[config.mk]
export PLATFORM = sky130hd
export DESIGN_NAME = ntt_stage_ctrl_flat
export DESIGN_NICKNAME = d
export VERILOG_FILES = /design/src/rtl/ntt_stage_ctrl_if.sv /design/src/rtl/ntt_stage_ctrl.sv /design/src/flat_wrapper.sv
export SDC_FILE = /design/constraint.sdc
export NUM_CORES = 1
export LEC_CHECK = 0
export CAP_MARGIN = 5
export CORE_ASPECT_RATIO = 1.5
export CORE_UTILIZATION = 50
export CTS_CLUSTER_DIAMETER = 40
export CTS_CLUSTER_SIZE = 16
export DETAILED_ROUTE_END_ITERATION = 7
export GPL_ROUTABILITY_DRIVEN = 0
export PLACE_DENSITY = 0.79
export SYNTH_ARGS = -nofsm -noshare
export SYNTH_HDL_FRONTEND = slang
export SYNTH_SLANG_ARGS = --single-unit
export TNS_END_PERCENT = 100
[constraint.sdc]
create_clock -name clk -period 6.9 [get_ports clk]
set_input_delay 1.035 -clock clk [delete_from_list [all_inputs] [get_ports clk]]
set_output_delay 1.035 -clock clk [all_outputs]
set_load 0.02 [all_outputs]
[src/rtl/ntt_stage_ctrl_if.sv]
// Bus between the NTT stage controller and its coefficient memory, twiddle ROM and host.
// The master side is the controller; the slave side is whoever starts passes and owns memory.
interface ntt_stage_ctrl_if #(
  parameter int LOG_N = 8
) ();
  logic             start;
  logic             busy;
  logic             done;
  logic             rd_en;
  logic [LOG_N-1:0] rd_addr_a;
  logic [LOG_N-1:0] rd_addr_b;
  logic [LOG_N-1:0] tw_idx;
  logic [3:0]       stage;
  logic             wr_en;
  logic [LOG_N-1:0] wr_addr_a;
  logic [LOG_N-1:0] wr_addr_b;

  modport master (
    input  start,
    output busy, done, rd_en, rd_addr_a, rd_addr_b, tw_idx, stage,
    output wr_en, wr_addr_a, wr_addr_b
  );

  modport slave (
    output start,
    input  busy, done, rd_en, rd_addr_a, rd_addr_b, tw_idx, stage,
    input  wr_en, wr_addr_a, wr_addr_b
  );
endinterface

[src/rtl/ntt_stage_ctrl.sv]
// In-place radix-2 NTT stage sequencer: issues one butterfly pair per cycle per stage,
// drains the butterfly pipeline between stages and replays addresses as write-backs.
module ntt_stage_ctrl #(
  parameter int LOG_N  = 8,
  parameter int BF_LAT = 3
) (
  input  logic             clk,
  input  logic             rst_n,
  ntt_stage_ctrl_if.master bus
);

  localparam int D  = 1 + BF_LAT;
  localparam int KW = LOG_N - 1;

  localparam logic [KW-1:0]    K_LAST   = '1;
  localparam logic [KW-1:0]    K_ONE    = KW'(32'd1);
  localparam logic [2:0]       DRN_LAST = 3'(BF_LAT);
  localparam logic [3:0]       STG_LAST = 4'(LOG_N - 1);
  localparam logic [LOG_N-1:0] ONE_L    = LOG_N'(32'd1);
  localparam logic [LOG_N-1:0] HALF_TOP = ONE_L << (LOG_N - 1);

  typedef enum logic [1:0] {
    S_IDLE  = 2'd0,
    S_RUN   = 2'd1,
    S_DRAIN = 2'd2,
    S_DONE  = 2'd3
  } state_e;

  function automatic logic [3:0] shamt_f(input logic [3:0] s);
    return STG_LAST - s;
  endfunction

  function automatic logic [LOG_N-1:0] half_f(input logic [3:0] s);
    return HALF_TOP >> s;
  endfunction

  function automatic logic [LOG_N-1:0] grp_f(input logic [KW-1:0] k, input logic [3:0] s);
    logic [LOG_N-1:0] kk;
    kk = {1'b0, k};
    return kk >> shamt_f(s);
  endfunction

  // Butterfly group occupies 2*half consecutive words; j is the offset inside the group.
  function automatic logic [LOG_N-1:0] addr_a_f(input logic [KW-1:0] k, input logic [3:0] s);
    logic [LOG_N-1:0] kk;
    kk = {1'b0, k};
    return (grp_f(k, s) << (shamt_f(s) + 4'd1)) | (kk & (half_f(s) - ONE_L));
  endfunction

  function automatic logic [LOG_N-1:0] tw_f(input logic [KW-1:0] k, input logic [3:0] s);
    return ((ONE_L << s) - ONE_L) + grp_f(k, s);
  endfunction

  state_e           state_q, state_d;
  logic [KW-1:0]    k_q, k_d;
  logic [2:0]       drn_q, drn_d;
  logic [3:0]       stage_q, stage_d;
  logic             busy_q, busy_d;
  logic             done_q, done_d;
  logic             rd_en_q, rd_en_d;
  logic [LOG_N-1:0] rd_a_q, rd_a_d;
  logic [LOG_N-1:0] rd_b_q, rd_b_d;
  logic [LOG_N-1:0] tw_q, tw_d;

  logic             pipe_en_q [D];
  logic [LOG_N-1:0] pipe_a_q  [D];
  logic [LOG_N-1:0] pipe_b_q  [D];

  // Next-state and next-output logic; outputs are registered from the next state.
  always_comb begin
    state_d = state_q;
    k_d     = k_q;
    drn_d   = drn_q;
    stage_d = stage_q;
    case (state_q)
      S_IDLE: begin
        if (bus.start) begin
          state_d = S_RUN;
          k_d     = '0;
          stage_d = 4'd0;
        end else begin
          state_d = S_IDLE;
        end
      end
      S_RUN: begin
        if (k_q == K_LAST) begin
          state_d = S_DRAIN;
          k_d     = '0;
          drn_d   = 3'd0;
        end else begin
          k_d = k_q + K_ONE;
        end
      end
      S_DRAIN: begin
        if (drn_q == DRN_LAST) begin
          drn_d = 3'd0;
          if (stage_q == STG_LAST) begin
            state_d = S_DONE;
          end else begin
            state_d = S_RUN;
            stage_d = stage_q + 4'd1;
          end
        end else begin
          drn_d = drn_q + 3'd1;
        end
      end
      S_DONE: begin
        state_d = S_IDLE;
        stage_d = 4'd0;
      end
      default: begin
        state_d = S_IDLE;
        k_d     = '0;
        drn_d   = 3'd0;
        stage_d = 4'd0;
      end
    endcase

    busy_d  = (state_d != S_IDLE);
    done_d  = (state_d == S_DONE);
    rd_en_d = (state_d == S_RUN);
    if (rd_en_d) begin
      rd_a_d = addr_a_f(k_d, stage_d);
      rd_b_d = addr_a_f(k_d, stage_d) + half_f(stage_d);
      tw_d   = tw_f(k_d, stage_d);
    end else begin
      rd_a_d = '0;
      rd_b_d = '0;
      tw_d   = '0;
    end
  end

  // State, counters and read-side output registers.
  always_ff @(posedge clk) begin
    if (!rst_n) begin
      state_q <= S_IDLE;
      k_q     <= '0;
      drn_q   <= 3'd0;
      stage_q <= 4'd0;
      busy_q  <= 1'b0;
      done_q  <= 1'b0;
      rd_en_q <= 1'b0;
      rd_a_q  <= '0;
      rd_b_q  <= '0;
      tw_q    <= '0;
    end else begin
      state_q <= state_d;
      k_q     <= k_d;
      drn_q   <= drn_d;
      stage_q <= stage_d;
      busy_q  <= busy_d;
      done_q  <= done_d;
      rd_en_q <= rd_en_d;
      rd_a_q  <= rd_a_d;
      rd_b_q  <= rd_b_d;
      tw_q    <= tw_d;
    end
  end

  // Write-back replay: D-deep shift of the issued read strobe and pair addresses.
  always_ff @(posedge clk) begin
    if (!rst_n) begin
      for (int i = 0; i < D; i++) begin
        pipe_en_q[i] <= 1'b0;
        pipe_a_q[i]  <= '0;
        pipe_b_q[i]  <= '0;
      end
    end else begin
      pipe_en_q[0] <= rd_en_q;
      pipe_a_q[0]  <= rd_a_q;
      pipe_b_q[0]  <= rd_b_q;
      for (int i = 1; i < D; i++) begin
        pipe_en_q[i] <= pipe_en_q[i-1];
        pipe_a_q[i]  <= pipe_a_q[i-1];
        pipe_b_q[i]  <= pipe_b_q[i-1];
      end
    end
  end

  assign bus.busy      = busy_q;
  assign bus.done      = done_q;
  assign bus.rd_en     = rd_en_q;
  assign bus.rd_addr_a = rd_a_q;
  assign bus.rd_addr_b = rd_b_q;
  assign bus.tw_idx    = tw_q;
  assign bus.stage     = stage_q;
  assign bus.wr_en     = pipe_en_q[D-1];
  assign bus.wr_addr_a = pipe_a_q[D-1];
  assign bus.wr_addr_b = pipe_b_q[D-1];

endmodule

[src/flat_wrapper.sv]
// flat-port wrapper written by rule: the top's interface ports become plain ports
module ntt_stage_ctrl_flat 
#(
  parameter int LOG_N  = 8,
  parameter int BF_LAT = 3
)
  (clk, rst_n, bus_start, bus_busy, bus_done, bus_rd_en, bus_rd_addr_a, bus_rd_addr_b, bus_tw_idx, bus_stage, bus_wr_en, bus_wr_addr_a, bus_wr_addr_b);
  ntt_stage_ctrl_if #(.LOG_N(LOG_N)) bus_i ();
  input  logic clk;
  input  logic rst_n;
  input wire logic [$bits(bus_i.start)-1:0] bus_start;
  output wire logic [$bits(bus_i.busy)-1:0] bus_busy;
  output wire logic [$bits(bus_i.done)-1:0] bus_done;
  output wire logic [$bits(bus_i.rd_en)-1:0] bus_rd_en;
  output wire logic [$bits(bus_i.rd_addr_a)-1:0] bus_rd_addr_a;
  output wire logic [$bits(bus_i.rd_addr_b)-1:0] bus_rd_addr_b;
  output wire logic [$bits(bus_i.tw_idx)-1:0] bus_tw_idx;
  output wire logic [$bits(bus_i.stage)-1:0] bus_stage;
  output wire logic [$bits(bus_i.wr_en)-1:0] bus_wr_en;
  output wire logic [$bits(bus_i.wr_addr_a)-1:0] bus_wr_addr_a;
  output wire logic [$bits(bus_i.wr_addr_b)-1:0] bus_wr_addr_b;
  assign bus_i.start = bus_start;
  assign bus_busy = bus_i.busy;
  assign bus_done = bus_i.done;
  assign bus_rd_en = bus_i.rd_en;
  assign bus_rd_addr_a = bus_i.rd_addr_a;
  assign bus_rd_addr_b = bus_i.rd_addr_b;
  assign bus_tw_idx = bus_i.tw_idx;
  assign bus_stage = bus_i.stage;
  assign bus_wr_en = bus_i.wr_en;
  assign bus_wr_addr_a = bus_i.wr_addr_a;
  assign bus_wr_addr_b = bus_i.wr_addr_b;
  ntt_stage_ctrl #(.LOG_N(LOG_N), .BF_LAT(BF_LAT)) u_core (.clk(clk), .rst_n(rst_n), .bus(bus_i));
endmodule
# Yosys cells after proc, flatten, opt, wreduce, memory -nomap -nowiden
# Memory sizes are Yosys's and may differ from the RTL's.
# Index checks and enable logic that the tools add are counted.
# word_totals
register_bits	43
ramBits	68
output_inout_bits	48
word_cells	83
n_memories	3
# memory_table
name	words	word_bits	rd	rd_clocked_by_memory_dff	wr	line_no	text
u_core.pipe_a_q	4	8	4	0	4	ntt_stage_ctrl.sv:66	logic [LOG_N-1:0] pipe_a_q [D];
u_core.pipe_b_q	4	8	4	0	4	ntt_stage_ctrl.sv:67	logic [LOG_N-1:0] pipe_b_q [D];
u_core.pipe_en_q	4	1	4	0	4	ntt_stage_ctrl.sv:65	logic pipe_en_q [D];
# classes
addsub	9
n_eq_ne	9
shift	4
n_mux	29
n_bitwise	14
n_reduce_logical	5
# op_table
operator	n
two-way mux 8 bit	8
adder 8 bit	2
subtractor 8 x 1 -> 8 bit, second input constant	2
two-way mux 7 bit	2
case mux 7 bit (2 select lines)	1
two-way mux 4 bit	3
bitwise OR 1 bit	12
case mux 4 bit (3 select lines)	1
adder 4 x 1 -> 4 bit, second input constant	2
bitwise AND 7 x 8 -> 8 bit	1
bitwise OR 8 bit	1
case mux 2 bit (4 select lines)	1
<< shifter 1 x 4 -> 8 bit, first input constant	1
<< shifter 8 x 4 -> 8 bit	1
>> shifter 7 x 4 -> 8 bit	1
>> shifter 8 x 4 -> 8 bit, first input constant	1
adder 7 x 1 -> 7 bit, second input constant	1
equality test 7 bit, second input constant	1
two-way mux 1 bit	7
equality test 2 bit, second input constant	3
two-way mux 2 bit	3
two-way mux 3 bit	2
case mux 3 bit (2 select lines)	1
equality test 2 x 1 -> 1 bit, second input constant	2
other kinds (8)	10

# Longest topological paths before layout
# logic_depth
ltp_word	9
depth_mapped	23
ltp_nobuf	22

# Least setup slack after synthesis
# OpenSTA, ideal clock, no wires.
# synth_path
kind	input to register
startpoint	input port bus_start
endpoint	register u_core.rd_b_q[7], in the netlist u_core.bus.rd_addr_b[7]
setup_ns	0.128
t_arrival_ns	4.544
required_time_ns	6.772
path_slack_ns	2.228
stages	20
path_cell_list	nor3b_1 > a221oi_1 > a22o_1 > inv_2 > clkbuf_1 > ha_1 > ha_1 > buf_1 > nand2_1 > o32ai_2 > ha_1 > a21oi_1 > nor2b_1 > o31a_1 > nor2_1 > o21bai_1 > a21oi_1 > xor2_1 > xnor2_1 > nor2_1
# synth_via
elab_chain_cells	7
word_cells_on_any_way	17
cone_classes	add/sub (4); eq/ne (1); shift (3); mux (6); bitwise (2); reduce/logical (1)
# synth_lines
element	line_no	text
start: declaration	flat_wrapper.sv:11	input wire logic [$bits(bus_i.start)-1:0] bus_start;
two-way mux 4 bit	ntt_stage_ctrl.sv:77	if (bus.start) begin
case mux 4 bit (3 select lines)	ntt_stage_ctrl.sv:75	case (state_q)
subtractor 3 x 4 -> 4 bit / >> shifter 8 x 4 -> 8 bit (equally long branches)	ntt_stage_ctrl.sv:30, ntt_stage_ctrl.sv:34	
adder 4 x 1 -> 4 bit, or another cell as far along	ntt_stage_ctrl.sv:47	return (grp_f(k, s) << (shamt_f(s) + 4'd1)) | (kk & (half_f(s) - ONE_L));
<< shifter 8 x 4 -> 8 bit / bitwise AND 7 x 8 -> 8 bit (equally long branches)	ntt_stage_ctrl.sv:47	
bitwise OR 8 bit	ntt_stage_ctrl.sv:47	
adder 8 bit	ntt_stage_ctrl.sv:124	rd_b_d = addr_a_f(k_d, stage_d) + half_f(stage_d);
end signal: assignment	ntt_stage_ctrl.sv:155	rd_b_q <= rd_b_d;
end: declaration	ntt_stage_ctrl.sv:62	logic [LOG_N-1:0] rd_b_q, rd_b_d;
# Parallel ways exist; a longest one is shown, timed or not.
# A chain may end at the register's enable or synchronous reset.

# Final worst setup path
# Ends and elaborated chain as after synthesis.

==> flow_summary.ini <==
[outcome]
violations = design-rule violations
status = finished with violations

[pwr]
leakage_nw = 2.45
power.density_nw_per_um2 = 210
ir_drop_v = 0.000114

[finish]
seq_area_um2 = 2220
utilization_pct = 61.0
area_delta_synth_final_pct = 17.1
fillerInstances = 778
final_cells = 694
post-route-cell-area_um2 = 5940
layout-drive-gt1-share_pct = 8.46
final_nets = 609
multi_input_area_um2 = 2620
num_antenna_cells = 0

[floorplanning]
fp-row-count = 44
ios = 51
core_area_um2 = 9740
die_h_um = 125
die_w_um = 84.3
die_area_um2 = 10600
start_util_pct = 52.1

[yosys]
ys_ff_latch = 111
yosysWarnings = 0
avgSynthCellArea_um2 = 9.47
synth_cell_types = 75
syn_inst = 536
synth_top_area_share_pct = 43.8
synth_flop_cell = dfxtp_1
synth_nets = 571
ys_top_cells_by_area = dfxtp_1, and2_1, ha_1
synth_top_area_cell = dfxtp_1
synthArstFlopShare_pct = 0
synth_seq_area_share_pct = 43.8
synth_edf_count = 0
synthesis.area_um2 = 5070

[cts]
post_cts_buffers = 0
clock-root-buffer = clkbuf_16
numCtsBuffers = 9
postCtsHoldBufs = 0
clkSinkCount = 111
cts_resized = 0
clock_latency_ns = 0.34
clockBufferDepth = 2
path_clk_slew_ns = 0.07
cts.htree.levels = 3
tritoncts = built

[timing]
min_period_ns = 5.48
drv_slew = 0
finalHoldViolCount = 0
max_freq_mhz = 183
finalCritPeriodShare_pct = 79.4
tightest_slew_ns = 1.00
rsz0062_at_grt = false
tns_ns = 0
maxSlewHeadroom_pct = 32.6
setup_slack_ns = 1.42
finalSetupViolCount = 0
clock_skew_ns = 0.0119

[grt]
antenna_found_initial = 0
use_met2_pct = 37.9
busiest_layer = met2
track_usage_pct = 21.5
grt_pass1_vias = 3870
grt_overflow_total = 0
use_met1_pct = 23.5
grt_pass1_wl_mm = 17.9
grt_max_degree = 74
gr-usage-met3_pct = 3.89

[route]
drc_errors = 14
ant_nets = 0
dr.pass1.iters = 7
via_per_inst = 5.68
via_count = 3944
wire_per_inst_um = 15.5
routed_wl_mm = 10.7
drt_iter0_markers = 327

[place]
place_inst = 678
dp_slack_ns = 1.21
port_buffers = 50
placed_area_um2 = 5610
hpwl_mm = 7.78

[worst_setup_path]
critPathSlowestCell = nor3_2
rrSetupSlack_ns = 1.66
endpoint_kind = flop
cpMostUsedCell = nor2_1
cp_cell_sequence = clkdlybuf4s50_1, nand2b_1, a31oi_1, nor3_4, inv_2, nor3_2, nand2_1, ha_1, xor2_1, nor2_1, a31o_2, ha_1, nor2b_1, o31a_1, nor2_1, o21bai_1, a21oi_1, xor2_1, xnor2_1, nor2_1
worstSetupPathType = input port to flop
start_kind = input port
critPathRequiredTime_ns = 7.10
crit_family = simple AND/OR/NAND/NOR gates
critPathArrivalTime_ns = 5.68
critPathBufInv = 2
cp_max_fo = 13
slowest_delay_ns = 0.70

[run]
maxCapViolCount = 0

[hold_path]
hold_class = flop to flop
[placed cells by master, fill, tap and decap left out, types with 10 or more instances in the layout]
master	count
nor2_1	47
clkdlybuf4s50_1	50
a21oi_1	18
o21ai_0	14
nand3_1	15
xnor2_1	10
dfxtp_1	111
nand2_1	30
inv_1	28
ha_1	30
and2_1	78
[metrics by stage]
| stage | hold slack [ns] | total power [mW] |
|---|---|---|
| 5_1_grt | 0.449 | 1.29 |
| 3_5_place_dp | 0.418 | 0.704 |
| 4_1_cts | 0.435 | 1.26 |
| 2_1_floorplan | 0.406 | 0.691 |
| 3_3_place_gp | 0.412 | 0.703 |
| 6_report | 0.432 | 1.25 |
[registers in the layout, summed over array words and instances (netlist names)]
| name | cells |
|---|---|
| u_core.bus.rd_addr_b | 8 |
| u_core.bus.done | 1 |
| u_core.pipe_b_q | 32 |
| u_core.pipe_a_q | 32 |
| u_core.bus.stage | 4 |
| u_core.k_q | 7 |
| u_core.state_q | 2 |
| u_core.bus.rd_en | 1 |
| u_core.bus.tw_idx | 8 |
| u_core.bus.busy | 1 |
| u_core.drn_q | 3 |
| u_core.pipe_en_q | 4 |
| u_core.bus.rd_addr_a | 8 |
[cells by family (layout without fill, tap and decap cells)]
logic type,count (synthesis),in the layout,share of synthesized area [%]
buffers and inverters,55,98,4.59
adders and majority gates,32,32,8.19
AOI/OAI and AO/OA,91,91,14.0
xor gates and xnor gates,16,16,2.91
and+or+nand+nor,225,225,25.3
muxes,6,6,1.28
DFF,111,111,43.8
[metal layers]
layer,up-vias,routed length [um]
li1,1900,-
met1,1798,4100
met2,189,5500
met3,57,574
met4,0,556
met5,-,0
[final timing paths]
path                        endpoint             startpoint  depth (start not counted)
max          u_core.bus.rd_addr_b[7]              bus_start                         20
min            u_core.pipe_b_q[3][7]  u_core.pipe_b_q[2][7]                          1
max reg2reg  u_core.bus.rd_addr_b[7]      u_core.state_q[0]                         19
min reg2reg    u_core.pipe_b_q[3][7]  u_core.pipe_b_q[2][7]                          1
[cells in the mapped netlist (all sizes together) (9+ instances only)]
library cell,instances
nand2,31
clkbuf,12
xnor2,11
a31oi,9
and3,9
a21oi,21
dfxtp,111
inv,31
buf,12
o21ai,16
ha,30
nand3,17
nor2,47
nor3,9
and2,78
[layout make-up]
class	instances	area share, %
clock buffer	10	3.85
clock inverter	6	1.73
inverter	31	1.96
multi-input combinational	370	44.1
sequential	111	37.4
tap	115	2.42
timing repair buffer	51	8.55
[worst register-to-register path, delay by kind of cell (launching register included)]
family / cells / cell delay, ns
and+or+nand+nor: 8 / 2.09
AOI/OAI and AO/OA: 5 / 0.93
DFF: 1 / 0.81
adders and majority gates: 2 / 0.60
xor gates and xnor gates: 3 / 0.48
buffers and inverters: 1 / 0.19
[power breakdown]
group | internal (mW) | leakage [nW] | total, mW | switching (mW)
clock network | 0.325 | 0.160 | 0.561 | 0.236
logic | 0.0134 | 1.39 | 0.0372 | 0.0238
registers | 0.646 | 0.896 | 0.652 | 0.00589
Note: power is estimated with default switching activity, not from simulation.
